`config.mk`:
```
export PLATFORM = sky130hd
export DESIGN_NAME = control_sequencer
export DESIGN_NICKNAME = d
export VERILOG_FILES = /design/src/rtl/control_sequencer.sv
export SDC_FILE = /design/constraint.sdc
export NUM_CORES = 1
export LEC_CHECK = 0
export BUFFER_PORTS_ARGS = -buffer_cell sky130_fd_sc_hd__buf_4
export CELL_PAD_IN_SITES_DETAIL_PLACEMENT = 2
export CELL_PAD_IN_SITES_GLOBAL_PLACEMENT = 2
export CORE_UTILIZATION = 12
export CTS_CLUSTER_DIAMETER = 150
export DETAILED_ROUTE_END_ITERATION = 10
export GPL_TIMING_DRIVEN = 0
export PLACE_DENSITY_LB_ADDON = 0.1
export SYNTH_ARGS = -nofsm -noshare
export SYNTH_HDL_FRONTEND = slang
export SYNTH_SLANG_ARGS = --single-unit
export TNS_END_PERCENT = 30
```
`constraint.sdc`:
```
create_clock -name clk -period 1.3 [get_ports clk]
set_input_delay 0.13 -clock clk [delete_from_list [all_inputs] [get_ports clk]]
set_output_delay 0.13 -clock clk [all_outputs]
set_load 0.02 [all_outputs]
```
`src/rtl/control_sequencer.sv`:
```
// control_sequencer -- hardwired fetch/execute control unit for a simple
// bus-based datapath.
//
// Each instruction runs through fetch (T0-T2) and then decode/execute
// (T3-T5). The datapath strobes are Moore outputs, decoded from the state
// register and the IR fields.
//
// Ports:
//   clk        in   sole clock; all state changes on the rising edge
//   clr        in   synchronous active-high reset to IDLE (beats run/mem_ready)
//   run        in   level request to keep fetching/executing
//   mem_ready  in   memory read data valid (only used with SEQ_MEM_WAIT_EN)
//   ir[31:0]   in   opcode ir[31:27], Ra ir[26:23], Rb ir[22:19], Rc ir[18:15]
//   bus_sel    out  one-hot bus driver: 0-15 R0-R15, 16 HI, 17 LO, 18 ZHigh,
//                   19 ZLow, 20 PC, 21 MDR, 22 InPort, 23 C
//   reg_in     out  one-hot R0-R15 load enables (R0 is never loaded)
//   pc_in, ir_in, mar_in, mdr_in, y_in, z_in, read, inc_pc
//              out  datapath strobes
//   alu_op     out  ALU function select
//   instr_done, illegal, halted
//              out  status
//
// Build option: define SEQ_MEM_WAIT_EN to hold T1 until mem_ready=1.
// Without it, T1 lasts one cycle and mem_ready is ignored.

module control_sequencer (
  input  logic        clk,
  input  logic        clr,
  input  logic        run,
  input  logic        mem_ready,
  input  logic [31:0] ir,
  output logic [23:0] bus_sel,
  output logic [15:0] reg_in,
  output logic        pc_in,
  output logic        ir_in,
  output logic        mar_in,
  output logic        mdr_in,
  output logic        y_in,
  output logic        z_in,
  output logic        read,
  output logic        inc_pc,
  output logic [3:0]  alu_op,
  output logic        instr_done,
  output logic        illegal,
  output logic        halted
);

  typedef enum logic [2:0] {
    IDLE, T0, T1, T2, T3, T4, T5, HALT
  } state_t;

  localparam logic [4:0] OP_ALU_MAX = 5'd11;
  localparam logic [4:0] OP_NOP     = 5'b11010;
  localparam logic [4:0] OP_HALT    = 5'b11011;

  localparam int unsigned BUS_ZLOW = 19;
  localparam int unsigned BUS_PC   = 20;
  localparam int unsigned BUS_MDR  = 21;

  state_t     state_q, state_d;
  logic [4:0] opcode;
  logic [3:0] ra, rb, rc;
  logic       mem_go;

  assign opcode = ir[31:27];
  assign ra     = ir[26:23];
  assign rb     = ir[22:19];
  assign rc     = ir[18:15];

`ifdef SEQ_MEM_WAIT_EN
  logic unused_ir_low;
  assign unused_ir_low = ^ir[14:0];
  assign mem_go        = mem_ready;
`else
  logic unused_ir_low;
  assign unused_ir_low = ^{ir[14:0], mem_ready};
  assign mem_go        = 1'b1;
`endif

  always_comb begin
    state_d    = state_q;
    bus_sel    = '0;
    reg_in     = '0;
    pc_in      = 1'b0;
    ir_in      = 1'b0;
    mar_in     = 1'b0;
    mdr_in     = 1'b0;
    y_in       = 1'b0;
    z_in       = 1'b0;
    read       = 1'b0;
    inc_pc     = 1'b0;
    alu_op     = '0;
    instr_done = 1'b0;
    illegal    = 1'b0;
    halted     = 1'b0;

    unique case (state_q)
      IDLE: begin
        if (run) state_d = T0;
      end
      T0: begin
        bus_sel[BUS_PC] = 1'b1;
        mar_in          = 1'b1;
        inc_pc          = 1'b1;
        z_in            = 1'b1;
        state_d         = T1;
      end
      T1: begin
        bus_sel[BUS_ZLOW] = 1'b1;
        pc_in             = 1'b1;
        read              = 1'b1;
        mdr_in            = 1'b1;
        if (mem_go) state_d = T2;
      end
      T2: begin
        bus_sel[BUS_MDR] = 1'b1;
        ir_in            = 1'b1;
        state_d          = T3;
      end
      T3: begin
        if (opcode <= OP_ALU_MAX) begin
          bus_sel[rb] = 1'b1;
          y_in        = 1'b1;
          state_d     = T4;
        end else if (opcode == OP_HALT) begin
          state_d = HALT;
        end else begin
          // nop and every undefined opcode retire here; undefined ones flag illegal
          instr_done = 1'b1;
          illegal    = (opcode != OP_NOP);
          state_d    = run ? T0 : IDLE;
        end
      end
      T4: begin
        bus_sel[rc] = 1'b1;
        z_in        = 1'b1;
        alu_op      = opcode[3:0];
        state_d     = T5;
      end
      T5: begin
        bus_sel[BUS_ZLOW] = 1'b1;
        // R0 is read-only, so a write-back to it is suppressed
        reg_in[ra]        = (ra != 4'd0);
        instr_done        = 1'b1;
        state_d           = run ? T0 : IDLE;
      end
      HALT: begin
        halted = 1'b1;
      end
      default: state_d = IDLE;
    endcase
  end

  always_ff @(posedge clk) begin
    if (clr) state_q <= IDLE;
    else     state_q <= state_d;
  end

endmodule

```
# ---- Word-level counts from Yosys, hierarchy flattened
# Index checks and enable logic that the tools add are counted.
dict set report classes {
  addsub 0
  n_mul 0
  div_mod_pow 0
  order_cmp 7
  n_eq_ne 10
  n_shift 0
  muxes 32
  bitwise_logic 1
  reduce_logical 9
}
# operator count
set op_table {}
lappend op_table {{$mux 16} 2}
lappend op_table {{$pmux 16 s2} 1}
lappend op_table {{$pmux 3 s7} 1}
lappend op_table {{$and 16x16->16} 1}
lappend op_table {{$mux 1} 16}
lappend op_table {{$demux 1 s4} 3}
lappend op_table {{$eq 3x3->1 const B} 4}
lappend op_table {{$ge 4x1->1 const B} 3}
lappend op_table {{$lt 4x6->1 const B} 2}
lappend op_table {{$mux 3} 3}
lappend op_table {{$pmux 1 s2} 4}
lappend op_table {{$reduce_bool 7->1} 1}
lappend op_table {{$eq 3x2->1 const B} 2}
lappend op_table {{$eq 5x5->1 const B} 1}
lappend op_table {{$le 5x4->1 const B} 1}
lappend op_table {{$lt 4x5->1 const B} 1}
lappend op_table {{$ne 5x5->1 const B} 1}
lappend op_table {{$mux 4} 1}
lappend op_table {{$reduce_bool 4->1} 1}
lappend op_table {{$reduce_or 2->1} 2}
lappend op_table {{$eq 3x1->1 const B} 1}
lappend op_table {{$logic_and 1x1->1} 3}
lappend op_table {{$logic_not 3->1} 1}
lappend op_table {{$mux 2} 1}
lappend op_table {{2 further kinds} 2}
dict set report word_totals {
  regBits 3
  latchBits 0
  ram_bits 0
  rom_bits 0
  in_bits 36
  out_inout_bits 55
  elab_cells 60
  n_memories 0
}

# ---- Logic depth before layout (Yosys ltp)
dict set report depth {
  word_depth 6
  mapped_depth 4
  ltp_nobuf 3
}

# ---- Least setup slack after synthesis
# OpenSTA, ideal clock, no wires.
dict set report synth_path {
  path_kind {register to output}
  start {register state_q[2]}
  end {output bus_sel[0]}
  t_arrival_ns 1.435
  required_time_ns 1.170
  setup_slack_ns -0.265
  path_stages_with_launch 5
  path_buffers 1
  cell_sequence {dfxtp_1 > and3b_1 > buf_6 > or3b_4 > o22ai_1}
}
dict set report synth_via {
  elab_chain_len 2
  word_cells_on_any_way 3
  classes_between {eq/ne: 2; mux: 1}
}
# element line
set synth_rtl {}
lappend synth_rtl {{from (decl)} 60} ;# state_t state_q, state_d;
lappend synth_rtl {{from (signal assigned)} 156} ;# else state_q <= state_d;
lappend synth_rtl {{$eq 3x3->1} 97} ;# unique case (state_q)
lappend synth_rtl {{$pmux 16 s2 *} 97}
lappend synth_rtl {{to (decl)} 32} ;# output logic [23:0] bus_sel,
# Every way passes the cells marked *; elsewhere a longest branch is shown, timed or not.

# ---- Worst setup path after layout
dict set report layout_path {
  start {register state_q[1]}
  end {output bus_sel[12]}
}
# Same word-level chain as after synthesis.

==> key figures <==
Layout
  • Synthesis-to-finish area growth: 133.6%
  • Filler Cell Count: 662
  • Regs by FF count: state_q (3)
  • Largest reg by FF count: state_q
  • Multi-input gate area in the final layout: 693.2 um^2
  • Max reg flops: 3
  • Final net count: 230
  • Sequential cell area: 68.82 um^2
  • Final non-filler cell area: 0.001678 mm^2
  • N_diodes: 0
  • Layout cell share with drive strength beyond 1: 63.73%

Yosys
  • Yosys reg bits: 3
  • Mapped cell area: 718.2 um^2
  • Mean Syn Cell Area: 6.775 um^2
  • Post-synthesis sequential area ratio: 8.362%
  • Mapped Cells: 106
  • Post-synthesis cell type count: 35
  • Synth warn: 0

Clock network
  • H-tree depth: 1
  • Cts bufs inserted: 3
  • CTS tree: done
  • Clock buffer depth: 2
  • Clk_lat worst skew: 0.21 ns
  • Clk slew on worst S/H paths: 0.03 ns
  • Clock sink count: 3
  • CTS root buffer: clkbuf_8

Worst setup path
  • Cell family with most CP delay: simple AND/OR/NAND/NOR gates
  • Setup CP Type: reg2out
  • Worst Setup Start Kind: flip-flop
  • Crit end category: primary output
  • Reg2Reg Launch Point: state_q[0]
  • Crit-path slowest cell: or3b_4
  • CP Max Fanout: 5
  • WP data required: 1.17 ns
  • Arr. time, crit path: 1.63 ns
  • CP bufs+invs: 2
  • Max incr delay on CP: 0.42 ns
  • CP cell instances: and3b_1 > buf_6 > or3b_4 > o22ai_2 > buf_6
  • CP most frequent cell: buf_6
  • Crit path launch: state_q[1]

Floorplan
  • Core area: 0.005642 mm^2
  • Initial core utilization: 12.73%
  • Die Y-Extent: 79.36 um
  • Die area: 0.006298 mm^2
  • Top-Level Pins: 91
  • Rows: 27
  • Chip width: 79.36 um

Drt
  • Met3 Wirelength: 313 um
  • Detailed Route Iter0 Violations: 9
  • WL/cell: 14.26 um
  • Met2 Routed Length: 2067 um
  • Pre-antenna DRT Iters: 4
  • DRT Wirelength: 3778 um
  • Top routing layer used: met3
  • Vias: 1129
  • DRC: 0
  • DRT antenna net count: 0
  • Via density: 4.260
  • Routed metal-1 wirelength: 1397 um

Pwr
  • Leak pwr: 0.7666 nW
  • PD cells: 368.9 mW/mm^2
  • Max VDD drop: 0.0002114 V

STA
  • Worst setup slack after layout: -0.4578 ns
  • Tightest Pin Transition: 0.5218 ns
  • Crit path time final: 1.758 ns
  • Max Clk Rate: 0.5689 GHz
  • RSZ-0062 raised after global routing: yes
  • Setup TNS: -13.38 ns
  • Setup Skew: 0.00003902 ns
  • Final Max Tran Viols: 0
  • Hold Vio Cnt, Final: 0
  • Period utilisation layout: 135.2%
  • Slew HR: 65.22%
  • Final setup fails: 47

Placed design
  • Port buffer count: 68
  • Placed cell area: 0.001370 mm^2
  • HPWL after detailed placement: 3011 um
  • Gp weighted congestion: 0.7217
  • Setup WS pre-CTS: -0.4094 ns

Job
  • Max Cap Viol: 0

Hold path
  • Min-delay src: run
  • HP Class: in2reg

GRT
  • Vias in the first global route: 1171
  • All-Layer GR Usage: 11.26%
  • Largest net degree at the start of global routing: 11
  • First-pass GRT wire length: 5609 um
  • Initial antenna violation count: 0
  • GRT overflow: 0

Status
  • Failing checks: setup timing
  • Status: complete, but fails checks
-- Yosys cell counts --
cell type | n | area share, %
buf_6 | 1 | 1.6
conb_1 | 1 | 0.52
nand2_1 | 5 | 2.6
nand3_1 | 3 | 2.1
or2_2 | 2 | 1.7
nor3_1 | 3 | 2.1
a22oi_1 | 1 | 1.0
nor2_1 | 14 | 7.3
o22ai_1 | 16 | 14
nor2b_1 | 5 | 4.4
nand4bb_1 | 1 | 1.6
buf_2 | 2 | 1.4
or3b_4 | 1 | 1.6
nor4b_1 | 1 | 1.2
nand4b_1 | 4 | 4.9
and2_1 | 6 | 5.2
and3b_1 | 1 | 1.2
and3_1 | 1 | 0.87
nor3b_4 | 1 | 2.6
inv_1 | 1 | 0.52
o221a_2 | 1 | 1.6
nand4_1 | 2 | 1.7
nor3b_1 | 1 | 1.0
o311a_1 | 1 | 1.4
or3b_1 | 1 | 1.2
a21oi_1 | 2 | 1.4
o21ai_0 | 1 | 0.70
nand2b_1 | 6 | 5.2
dfxtp_1 | 3 | 8.4
or3_1 | 1 | 0.87
and2b_1 | 2 | 2.1
nand3b_1 | 2 | 2.1
buf_4 | 11 | 11
a221oi_1 | 1 | 1.2
o221ai_1 | 1 | 1.2
-- worst min-delay path: stages --
cell      delay [ns]
buf_4           0.08
o21ai_0         0.07
o221ai_1        0.08
-- placed cells by master, fill, tap and decap left out, types with 2 or more instances in the layout --
master,n
a21oi_1,2
nand3_1,2
conb_1,6
dfxtp_4,2
nand2b_1,6
nor3b_4,2
clkbuf_8,3
nand3b_1,2
and2_4,5
nand2_1,5
nor2_1,14
nand4b_1,4
o22ai_1,6
nand4_1,2
nor3_1,3
o22ai_4,2
or2_2,2
nor2b_4,2
nor2b_1,2
buf_4,69
o22ai_2,8
buf_6,23
and2b_1,2
-- where the power goes --
part	leakage, nW	switching [W]	internal (W)
Sequential	0.0264	0.00000432	0.0000933
Clock	0.0228	0.0000581	0.000209
Combinational	0.717	0.000136	0.000119
-- per-stage QoR --
step	utilization [%]	power [W]	cells	hold slack, ns
6_report	29.74	0.0006190	265	0.1877
2_1_floorplan	-	0.0002209	111	0.2832
5_1_grt	29.74	0.0006524	265	0.2181
3_5_place_dp	24.28	0.0003257	251	0.4156
3_3_place_gp	24.28	0.0003192	251	0.4094
4_1_cts	26.46	0.0006118	259	0.1879
-- logic make-up (layout without fill, tap and decap cells) --
group | Yosys count | in the layout | synth area share, %
buf+inv | 15 | 97 | 14.98
flops | 3 | 3 | 8.363
other cells | 1 | 6 | 0.5221
simple gates | 63 | 63 | 53.66
compound gates | 24 | 24 | 22.47
-- layer usage --
layer,track usage [%],vias up
li1,-,554
met2,22.41,43
met1,11.32,532
met5,0,-
met3,3.103,0
met4,2.727,0
-- final timing paths --
| kind | to | slack [ns] | depth (start not counted) |
|---|---|---|---|
| setup / recovery | bus_sel[12] | -0.46 | 5 |
| hold / removal | state_q[0] | 0.19 | 3 |
| setup reg to reg | state_q[0] | -0.09 | 7 |
| hold reg to reg | state_q[2] | 0.62 | 1 |
-- timing repair --
action / CTS / global route
hold buffers: 0 / 0
buffers inserted: 4 / 6
setup endpoints to repair: 48 / 51
pin swaps: 15 / 15
gates resized for setup: 14 / 35
-- final cells by class --
| type | count | area share (%) |
|---|---|---|
| buffer | 14 | 6.935 |
| timing repair buffer | 78 | 39.37 |
| tap | 72 | 5.369 |
| multi-input combinational | 93 | 41.31 |
| inverter | 1 | 0.2237 |
| sequential | 3 | 4.101 |
| clock buffer | 4 | 2.685 |
(Power assumes the default switching activity.)
